<file path="src/rtl/nv_nvdla_csc_pra_cell_chn_data_out_skid_pkg.sv">
// rtl/nv_nvdla_csc_pra_cell_chn_data_out_skid_pkg.sv - shared CSC constants and skid occupancy encoding
package nv_nvdla_csc_pra_cell_chn_data_out_skid_pkg;

  localparam int CSC_CHN_DW  = 256;
  localparam int CSC_BEAT_CW = 16;

  typedef enum logic [1:0] {
    OCC_EMPTY = 2'd0,
    OCC_ONE   = 2'd1,
    OCC_FULL  = 2'd2
  } occ_e;

endpackage

</file>
<file path="src/rtl/nv_nvdla_csc_pra_cell_sat_cnt.sv">
// rtl/nv_nvdla_csc_pra_cell_sat_cnt.sv - saturating clearable event counter
module nv_nvdla_csc_pra_cell_sat_cnt
  import nv_nvdla_csc_pra_cell_chn_data_out_skid_pkg::*;
#(
  parameter int CW = CSC_BEAT_CW
) (
  input  logic          clk_i,
  input  logic          rst_i,
  input  logic          clr_i,
  input  logic          inc_i,
  output logic [CW-1:0] cnt_o
);

  logic [CW-1:0] cnt_q;
  logic [CW-1:0] cnt_d;

  // Clear wins over a same-cycle increment; counter sticks at all-ones.
  always_comb begin
    cnt_d = cnt_q;
    if (clr_i) begin
      cnt_d = '0;
    end else if (inc_i && (cnt_q != {CW{1'b1}})) begin
      cnt_d = cnt_q + 1'b1;
    end
  end

  always_ff @(posedge clk_i) begin
    if (rst_i) begin
      cnt_q <= '0;
    end else begin
      cnt_q <= cnt_d;
    end
  end

  assign cnt_o = cnt_q;

endmodule

</file>
<file path="src/rtl/nv_nvdla_csc_pra_cell_chn_data_out_skid.sv">
// rtl/nv_nvdla_csc_pra_cell_chn_data_out_skid.sv - 2-entry registered skid buffer on the pra_cell chn_data_out channel
module nv_nvdla_csc_pra_cell_chn_data_out_skid
  import nv_nvdla_csc_pra_cell_chn_data_out_skid_pkg::*;
#(
  parameter int DW = CSC_CHN_DW,
  parameter int CW = CSC_BEAT_CW
) (
  input  logic          nvdla_core_clk,
  input  logic          nvdla_core_rst,
  input  logic          chn_data_in_vld,
  output logic          chn_data_in_rdy,
  input  logic [DW-1:0] chn_data_in_pd,
  output logic          chn_data_out_vld,
  input  logic          chn_data_out_rdy,
  output logic [DW-1:0] chn_data_out_pd,
  input  logic          beat_cnt_clr,
  output logic [CW-1:0] beat_cnt,
  output logic          stall_flag
);

  occ_e          occ_q;
  logic [DW-1:0] head_q;
  logic [DW-1:0] skid_q;
  logic          stall_q;
  logic          push;
  logic          pop;

  // Both handshake outputs come straight from registered occupancy.
  assign chn_data_in_rdy  = (occ_q != OCC_FULL);
  assign chn_data_out_vld = (occ_q != OCC_EMPTY);
  assign chn_data_out_pd  = head_q;
  assign stall_flag       = stall_q;

  assign push = chn_data_in_vld & chn_data_in_rdy;
  assign pop  = chn_data_out_vld & chn_data_out_rdy;

  always_ff @(posedge nvdla_core_clk) begin
    if (nvdla_core_rst) begin
      occ_q   <= OCC_EMPTY;
      stall_q <= 1'b0;
    end else begin
      stall_q <= chn_data_out_vld & ~chn_data_out_rdy;
      case (occ_q)
        OCC_EMPTY: if (push) occ_q <= OCC_ONE;
        OCC_ONE: begin
          if (push && !pop) begin
            occ_q <= OCC_FULL;
          end else if (pop && !push) begin
            occ_q <= OCC_EMPTY;
          end
        end
        OCC_FULL:  if (pop) occ_q <= OCC_ONE;
        default:   occ_q <= OCC_EMPTY;
      endcase
    end
  end

  // head_q always holds the oldest beat; skid_q only fills when head is blocked.
  always_ff @(posedge nvdla_core_clk) begin
    if (push && ((occ_q == OCC_EMPTY) || ((occ_q == OCC_ONE) && pop))) begin
      head_q <= chn_data_in_pd;
    end else if (pop && (occ_q == OCC_FULL)) begin
      head_q <= skid_q;
    end
    if (push && (occ_q == OCC_ONE) && !pop) begin
      skid_q <= chn_data_in_pd;
    end
  end

  nv_nvdla_csc_pra_cell_sat_cnt #(
    .CW (CW)
  ) u_beat_cnt (
    .clk_i (nvdla_core_clk),
    .rst_i (nvdla_core_rst),
    .clr_i (beat_cnt_clr),
    .inc_i (pop),
    .cnt_o (beat_cnt)
  );

endmodule

</file>
<file path="config.mk">
export PLATFORM = sky130hd
export DESIGN_NAME = nv_nvdla_csc_pra_cell_chn_data_out_skid
export DESIGN_NICKNAME = d
export VERILOG_FILES = /design/src/rtl/nv_nvdla_csc_pra_cell_chn_data_out_skid_pkg.sv /design/src/rtl/nv_nvdla_csc_pra_cell_sat_cnt.sv /design/src/rtl/nv_nvdla_csc_pra_cell_chn_data_out_skid.sv
export SDC_FILE = /design/constraint.sdc
export NUM_CORES = 1
export LEC_CHECK = 0
export CAP_MARGIN = 5
export CORE_UTILIZATION = 45
export CTS_BUF_LIST = sky130_fd_sc_hd__clkbuf_2 sky130_fd_sc_hd__clkbuf_4 sky130_fd_sc_hd__clkbuf_8
export DETAILED_ROUTE_END_ITERATION = 12
export PLACE_DENSITY = 0.89
export SYNTH_ARGS = -nofsm -noshare
export SYNTH_HDL_FRONTEND = slang
export SYNTH_SLANG_ARGS = --single-unit
</file>
<file path="constraint.sdc">
create_clock -name nvdla_core_clk -period 24.7 [get_ports nvdla_core_clk]
set_clock_uncertainty 0.1 [all_clocks]
set_input_delay 4.94 -clock nvdla_core_clk [delete_from_list [all_inputs] [get_ports nvdla_core_clk]]
set_output_delay 4.94 -clock nvdla_core_clk [all_outputs]
set_load 0.05 [all_outputs]
</file>
==> results of run 1 <==
## state kept, by name, indices dropped and copies added, names as in the netlist
signal / cells
u_beat_cnt.cnt_o: 16
chn_data_out_pd: 256
skid_q: 256
occ_q: 2
stall_flag: 1
## metal layers
layer  global-route usage, %  routed length, um
met1                    24.0              17400
met2                    36.0              24000
met3                    8.29               4760
met4                    10.5               1830
met5                       0                 13
## cell usage after synthesis (2+ instances only)
cell type / instances
edfxtp_1: 512
mux2_2: 256
buf_2: 25
dfxtp_1: 19
nor2_1: 9
or3_1: 9
a21oi_1: 8
nand2_1: 7
nand3_1: 6
nor4_1: 6
clkbuf_1: 5
nand4_1: 5
o21ai_0: 5
o21a_1: 4
o31ai_1: 4
or4_1: 4
a31oi_1: 3
inv_1: 3
mux2i_1: 3
nand3b_1: 3
a41o_1: 2
buf_1: 2
ha_1: 2
nand2b_1: 2
nor3_1: 2
nor3b_1: 2
or2_2: 2
## power by group through the flow
stage	Combinational (mW)	Sequential (mW)	Clock, mW
after floorplan	0.0682	1.22	0
after global placement	0.323	1.08	0
after detailed placement	0.330	1.08	0
after global routing	0.342	1.07	0.789
after CTS	0.332	1.06	0.750
final	0.329	1.06	0.733
## cells by family (layout without fill, tap and decap cells)
group / Yosys count / after routing / share of synthesized area, %
AOI/OAI and AO/OA: 30 / 30 / 1.02
adders and majority gates: 2 / 2 / 0.129
buffers and inverters: 35 / 697 / 0.838
DFF: 531 / 531 / 81.1
muxes: 259 / 259 / 15.0
other: 0 / 3 / 0
and+or+nand+nor: 62 / 62 / 1.89
## area by class of cell
class | instances | area [um^2] | share of cell area, %
Tap cell | 539 | 674 | 2.49
Clock buffer | 121 | 1480 | 5.46
Clock inverter | 29 | 164 | 0.606
Inverter | 3 | 11.3 | 0.0416
Multi-Input combinational cell | 353 | 3530 | 13.0
Sequential cell | 531 | 15800 | 58.2
Antenna cell | 3 | 7.51 | 0.0278
Timing Repair Buffer | 544 | 5440 | 20.1
## worst max-delay path, stage by stage
cell	delay, ps
clkdlybuf4s50_1	530
nand2b_1	220
nand3b_1	230
nand2_4	330
buf_4	910
buf_4	870
## cells in the final DEF (no fill, tap or decap), drive strengths merged, types with 3 or more instances in the layout
master | netlist | routed
a21oi | 8 | 8
a31oi | 3 | 3
buf | 27 | 9
clkbuf | 5 | 121
clkdlybuf4s50 | 0 | 535
clkinv | 0 | 23
clkinvlp | 0 | 4
dfxtp | 19 | 19
diode | 0 | 3
edfxtp | 512 | 512
inv | 3 | 4
mux2 | 256 | 256
mux2i | 3 | 3
nand2 | 7 | 7
nand3 | 6 | 6
nand3b | 3 | 3
nand4 | 6 | 6
nor2 | 9 | 9
nor4 | 6 | 6
o21a | 4 | 4
o21ai | 5 | 5
o31ai | 4 | 4
or2 | 3 | 3
or3 | 9 | 9
or4 | 5 | 5
## path summary, 6_finish.rpt
path                                        endpoint             start  slack [ps]  cells after the start
worst max-delay path            chn_data_out_pd[172]  chn_data_out_rdy       16630                      6
worst min-delay path            chn_data_out_pd[115]       skid_q[115]         440                      1
worst max register to register  chn_data_out_pd[172]          occ_q[0]       21180                      5
worst min register to register  chn_data_out_pd[115]       skid_q[115]         440                      1
## stage by stage
| step | instance area, um^2 | setup slack [ps] | hold slack (ps) |
|---|---|---|---|
| finish | 27100 | 16630 | 442 |
| global placement | 25400 | 16060 | 399 |
| global route | 27000 | 16520 | 450 |
| floorplan | 19400 | 8930 | 423 |
| CTS | 27000 | 16600 | 435 |
| detailed placement | 25400 | 15940 | 422 |
==> impl_metrics.env, run 1 <==
export IMPL_rsz0062_at_grt="no"
export IMPL_cts_hold_buffers=0
export IMPL_cp_start_kind="input pin"
export IMPL_max_freq_mhz=124
export IMPL_port_buffers=535
export IMPL_grtUsageTotal_pct=21.5
export IMPL_p_int_mw=1.57
export IMPL_cts_tree="yes"
export IMPL_dp_cells=1970
export IMPL_dr_pass1_iters=5
export IMPL_std_cell_rows=75
export IMPL_grt_pass1_wl_um=70500
export IMPL_core_area_um2=42200
export IMPL_layout_min_cycle_time_ps=8070
export IMPL_clk_pin_slew_worst_paths_ps=60
export IMPL_first_iter_violations=696
export IMPL_tightest_slew_ps=1240
export IMPL_yosysTopAreaCell="edfxtp_1"
export IMPL_root_buffer="clkbuf_8"
export IMPL_wirelength_um=48000
export IMPL_hold_viol=0
export IMPL_power_mw=2.13
export IMPL_p_clk_share_pct=34.5
export IMPL_pwr_share_comb_pct=15.5
export IMPL_switching_share_pct=26.1
export IMPL_fin_crit_sh_pct=32.7
export IMPL_die_h_um=210
export IMPL_die_x_um=210
export IMPL_initial_core_util_pct=46.0
export IMPL_synth_area_top_cells="edfxtp_1, mux2_2, dfxtp_1"
export IMPL_synth_edf_count=512
export IMPL_cp_end_kind="flip-flop"
export IMPL_htreeDepth=3
export IMPL_io_pins=536
export IMPL_gr_total_overflow=0
export IMPL_grt_max_degree=174
export IMPL_synth_top_flop_cell="edfxtp_1"
export IMPL_hp_class="reg2reg"
export IMPL_cp_max_fo=83
export IMPL_slew_violations=0
export IMPL_relSlewSlack_pct=17.4
export IMPL_cts_resized=0
export IMPL_cp_arrival_ps=8200
export IMPL_antenna_found_initial=4
export IMPL_fin_cells=2123
export IMPL_grt_pass1_vias=11770
export IMPL_power_density_nw_per_um2=78.6
export IMPL_numCtsBuffers=86
export IMPL_worstPathRequired_ps=24830
export IMPL_ant_nets=0
export IMPL_cap_viol_max_count=0
export IMPL_clock_latency_ps=620
export IMPL_syn_inst=919
export IMPL_async_flop_share_pct=0
export IMPL_numClockSinks=531
export IMPL_cts_buffer_depth=3
export IMPL_wl_per_cell_um=22.6
export IMPL_p_sw_mw=0.554
export IMPL_power_frac_seq_pct=50.0
export IMPL_final_util_pct=64.1
export IMPL_ys_ff_latch=531
export IMPL_fin_nets=1782
export IMPL_tns_ps=0
export IMPL_die_area_um2=44000
export IMPL_fillers=2765
export IMPL_drc=0
export IMPL_yosys_warnings=0
export IMPL_synth_fp_nets=1182
export IMPL_synth_avg_cell_area_um2=21.1
export IMPL_netlist_area_um2=19400
export IMPL_critical_path_class="in2reg"
export IMPL_irDropWorstVdd_mv=0.0510
export IMPL_yosysUniqueCellTypes=36
export IMPL_cts_setup_buffers=0
export IMPL_syn_to_final_growth_pct=39.3
export IMPL_yosys_area_top_type_share_pct=79.2
export IMPL_dp_hpwl_um=31700
export IMPL_vias_per_cell=5.21
export IMPL_setup_viol=0
export IMPL_status="complete, no violations"
export IMPL_via_count=11071
export IMPL_power_leakage_nw=9.14
export IMPL_drive_gt1_share_pct=25.7
export IMPL_gp_congestion=0.880
export IMPL_seq_area_frac_synth_pct=81.1
Note: power is estimated with default switching activity, not from simulation.
==> inputs of run 2 (changes only) <==
- clock period: 24.7 -> 6.5 ns (I/O delays scaled with it)
==> run 2 against run 1 <==
- clock power rose to 4.0 times the previous value
- total power rose to 3.9 times the previous value
- highest routed layer is now met4
- core utilization up 0.29 points
- count of clock-buffer cells in the layout down 6
- critical path depth unchanged
- global-route usage down 0.30 points
- sequential share of layout area down 0.27 points
- register-to-register slack worse by 18000 ps
- via count down 1.2%
==> impl_metrics.env, run 2 (same netlist as run 1, synthesis figures left out) <==
export IMPL_status="complete, no violations"
export IMPL_fillers=2781
export IMPL_numClockSinks=531
export IMPL_via_count=10941
export IMPL_crit_family="buffers and inverters"
export IMPL_initial_core_util_pct=46.0
export IMPL_clock_latency_ps=650
export IMPL_cp_num_buf_inv=3
export IMPL_port_buffers=535
export IMPL_gr_total_overflow=0
export IMPL_dp_cells=1968
export IMPL_vias_per_cell=5.15
export IMPL_multi_input_area_um2=3540
export IMPL_hold_viol=0
export IMPL_antenna_found_initial=0
export IMPL_crit_chain="clkdlybuf4s50_1 > nand2b_4 > nand3b_1 > buf_4 > buf_12 > mux2_2"
export IMPL_rr_startpoint="occ_q[0]"
export IMPL_power_density_nw_per_um2=303
export IMPL_ant_nets=0
export IMPL_cp_slowest_cell="buf_4"
export IMPL_cp_slowest_stage_delay_ps=560
export IMPL_worstPathRequired_ps=6790
export IMPL_core_area_um2=42200
export IMPL_fin_crit_sh_pct=60.2
export IMPL_cap_viol_max_count=0
export IMPL_wirelength_um=47900
export IMPL_die_h_um=210
export IMPL_setup_viol=0
export IMPL_dr_pass1_iters=5
export IMPL_max_freq_mhz=255
export IMPL_final_cell_mix="clkdlybuf4s50_1, edfxtp_1, mux2_2, clkbuf_8, clkbuf_4"
export IMPL_first_iter_violations=642
export IMPL_cp_end_kind="flip-flop"
export IMPL_std_cell_rows=75
export IMPL_final_area_um2=27200
export IMPL_holdCritStartpoint="u_beat_cnt.cnt_o[14]"
export IMPL_relSlewSlack_pct=18.8
export IMPL_cts_hold_buffers=0
export IMPL_wl_per_cell_um=22.6
export IMPL_cp_max_fo=158
export IMPL_slew_violations=0
export IMPL_hold_path_depth=2
export IMPL_drc=0
export IMPL_htreeDepth=3
export IMPL_r2r_slack_ps=3360
export IMPL_num_antenna_cells=0
export IMPL_whs_endpoint="u_beat_cnt.cnt_o[14]"
export IMPL_cp_arrival_ps=4200
export IMPL_cts_buffer_depth=3
export IMPL_die_x_um=210
export IMPL_reg2reg_to="chn_data_out_pd[160]"
export IMPL_r2r_cells=5
export IMPL_io_pins=536
export IMPL_tightest_slew_ps=1220
export IMPL_fin_cells=2124
export IMPL_cts_tree="yes"
export IMPL_cts_resized=0
export IMPL_place_area_um2=25400
export IMPL_hp_class="reg2reg"
export IMPL_layout_min_cycle_time_ps=3920
export IMPL_regArea_um2=15800
export IMPL_cp_start_kind="input pin"
export IMPL_rsz0062_at_grt="no"
export IMPL_cts_setup_buffers=0
export IMPL_grt_pass1_vias=11814
export IMPL_gp_congestion=0.837
export IMPL_root_buffer="clkbuf_8"
export IMPL_syn_to_final_growth_pct=39.9
export IMPL_final_util_pct=64.4
export IMPL_fin_nets=1780
export IMPL_dp_hpwl_um=30900
export IMPL_grt_max_degree=159
export IMPL_final_common_cell="clkdlybuf4s50_1"
export IMPL_power_leakage_nw=9.19
export IMPL_critical_path_class="in2reg"
export IMPL_grtUsageTotal_pct=21.2
export IMPL_grt_pass1_wl_um=69800
export IMPL_clk_pin_slew_worst_paths_ps=60
export IMPL_numCtsBuffers=86
export IMPL_die_area_um2=44000
export IMPL_irDropWorstVdd_mv=0.258
export IMPL_drive_gt1_share_pct=25.6
-- run 2: routing by layer --
layer  wire, um  GRT usage, %
met1      17100          22.7
met2      24500          36.6
met3       4660          8.95
met4       1590          8.83
met5          0             0
-- run 2: area by class of cell --
class                   count  share of cell area, %
flip-flops and latches    531                   58.0
clock inverters            41                   1.18
well taps                 539                   2.48
repair buffers            542                   20.1
multi-input cells         353                   13.0
clock buffers             115                   5.20
inverters                   3                 0.0414
-- run 2: how the worst max path moves through the flow --
stage                            to              from  slack [ps]  depth (start not counted)
2_1_floorplan             skid_q[0]  chn_data_out_rdy       -1920                          2
3_3_place_gp   chn_data_out_pd[153]  chn_data_out_rdy        2070                          6
3_5_place_dp   chn_data_out_pd[166]  chn_data_out_rdy        2030                          6
4_1_cts        chn_data_out_pd[242]  chn_data_out_rdy        2720                          6
5_1_grt        chn_data_out_pd[156]  chn_data_out_rdy        2600                          6
6_report       chn_data_out_pd[160]  chn_data_out_rdy        2580                          6
-- run 2: metrics by stage --
stage | setup TNS, ps | hold slack (ps) | setup WS [ps] | power, mW
after floorplan | -491460 | 423 | -1920 | 4.85
after global placement | 0 | 398 | 2070 | 5.33
after detailed placement | 0 | 406 | 2030 | 5.36
after CTS | 0 | 420 | 2720 | 8.30
after global routing | 0 | 442 | 2600 | 8.47
final | 0 | 423 | 2580 | 8.23
-- run 2: power by group --
| part | leakage [nW] | internal, mW | switching, mW |
|---|---|---|---|
| registers | 4.96 | 3.98 | 0.0543 |
| logic | 3.33 | 0.489 | 0.766 |
| clock network | 0.903 | 1.62 | 1.32 |
-- run 2: worst min-delay path, cell delays in order, from the launching register on --
cell and delay (ps):
dfxtp_1 350, nand2_1 70, mux2i_1 60
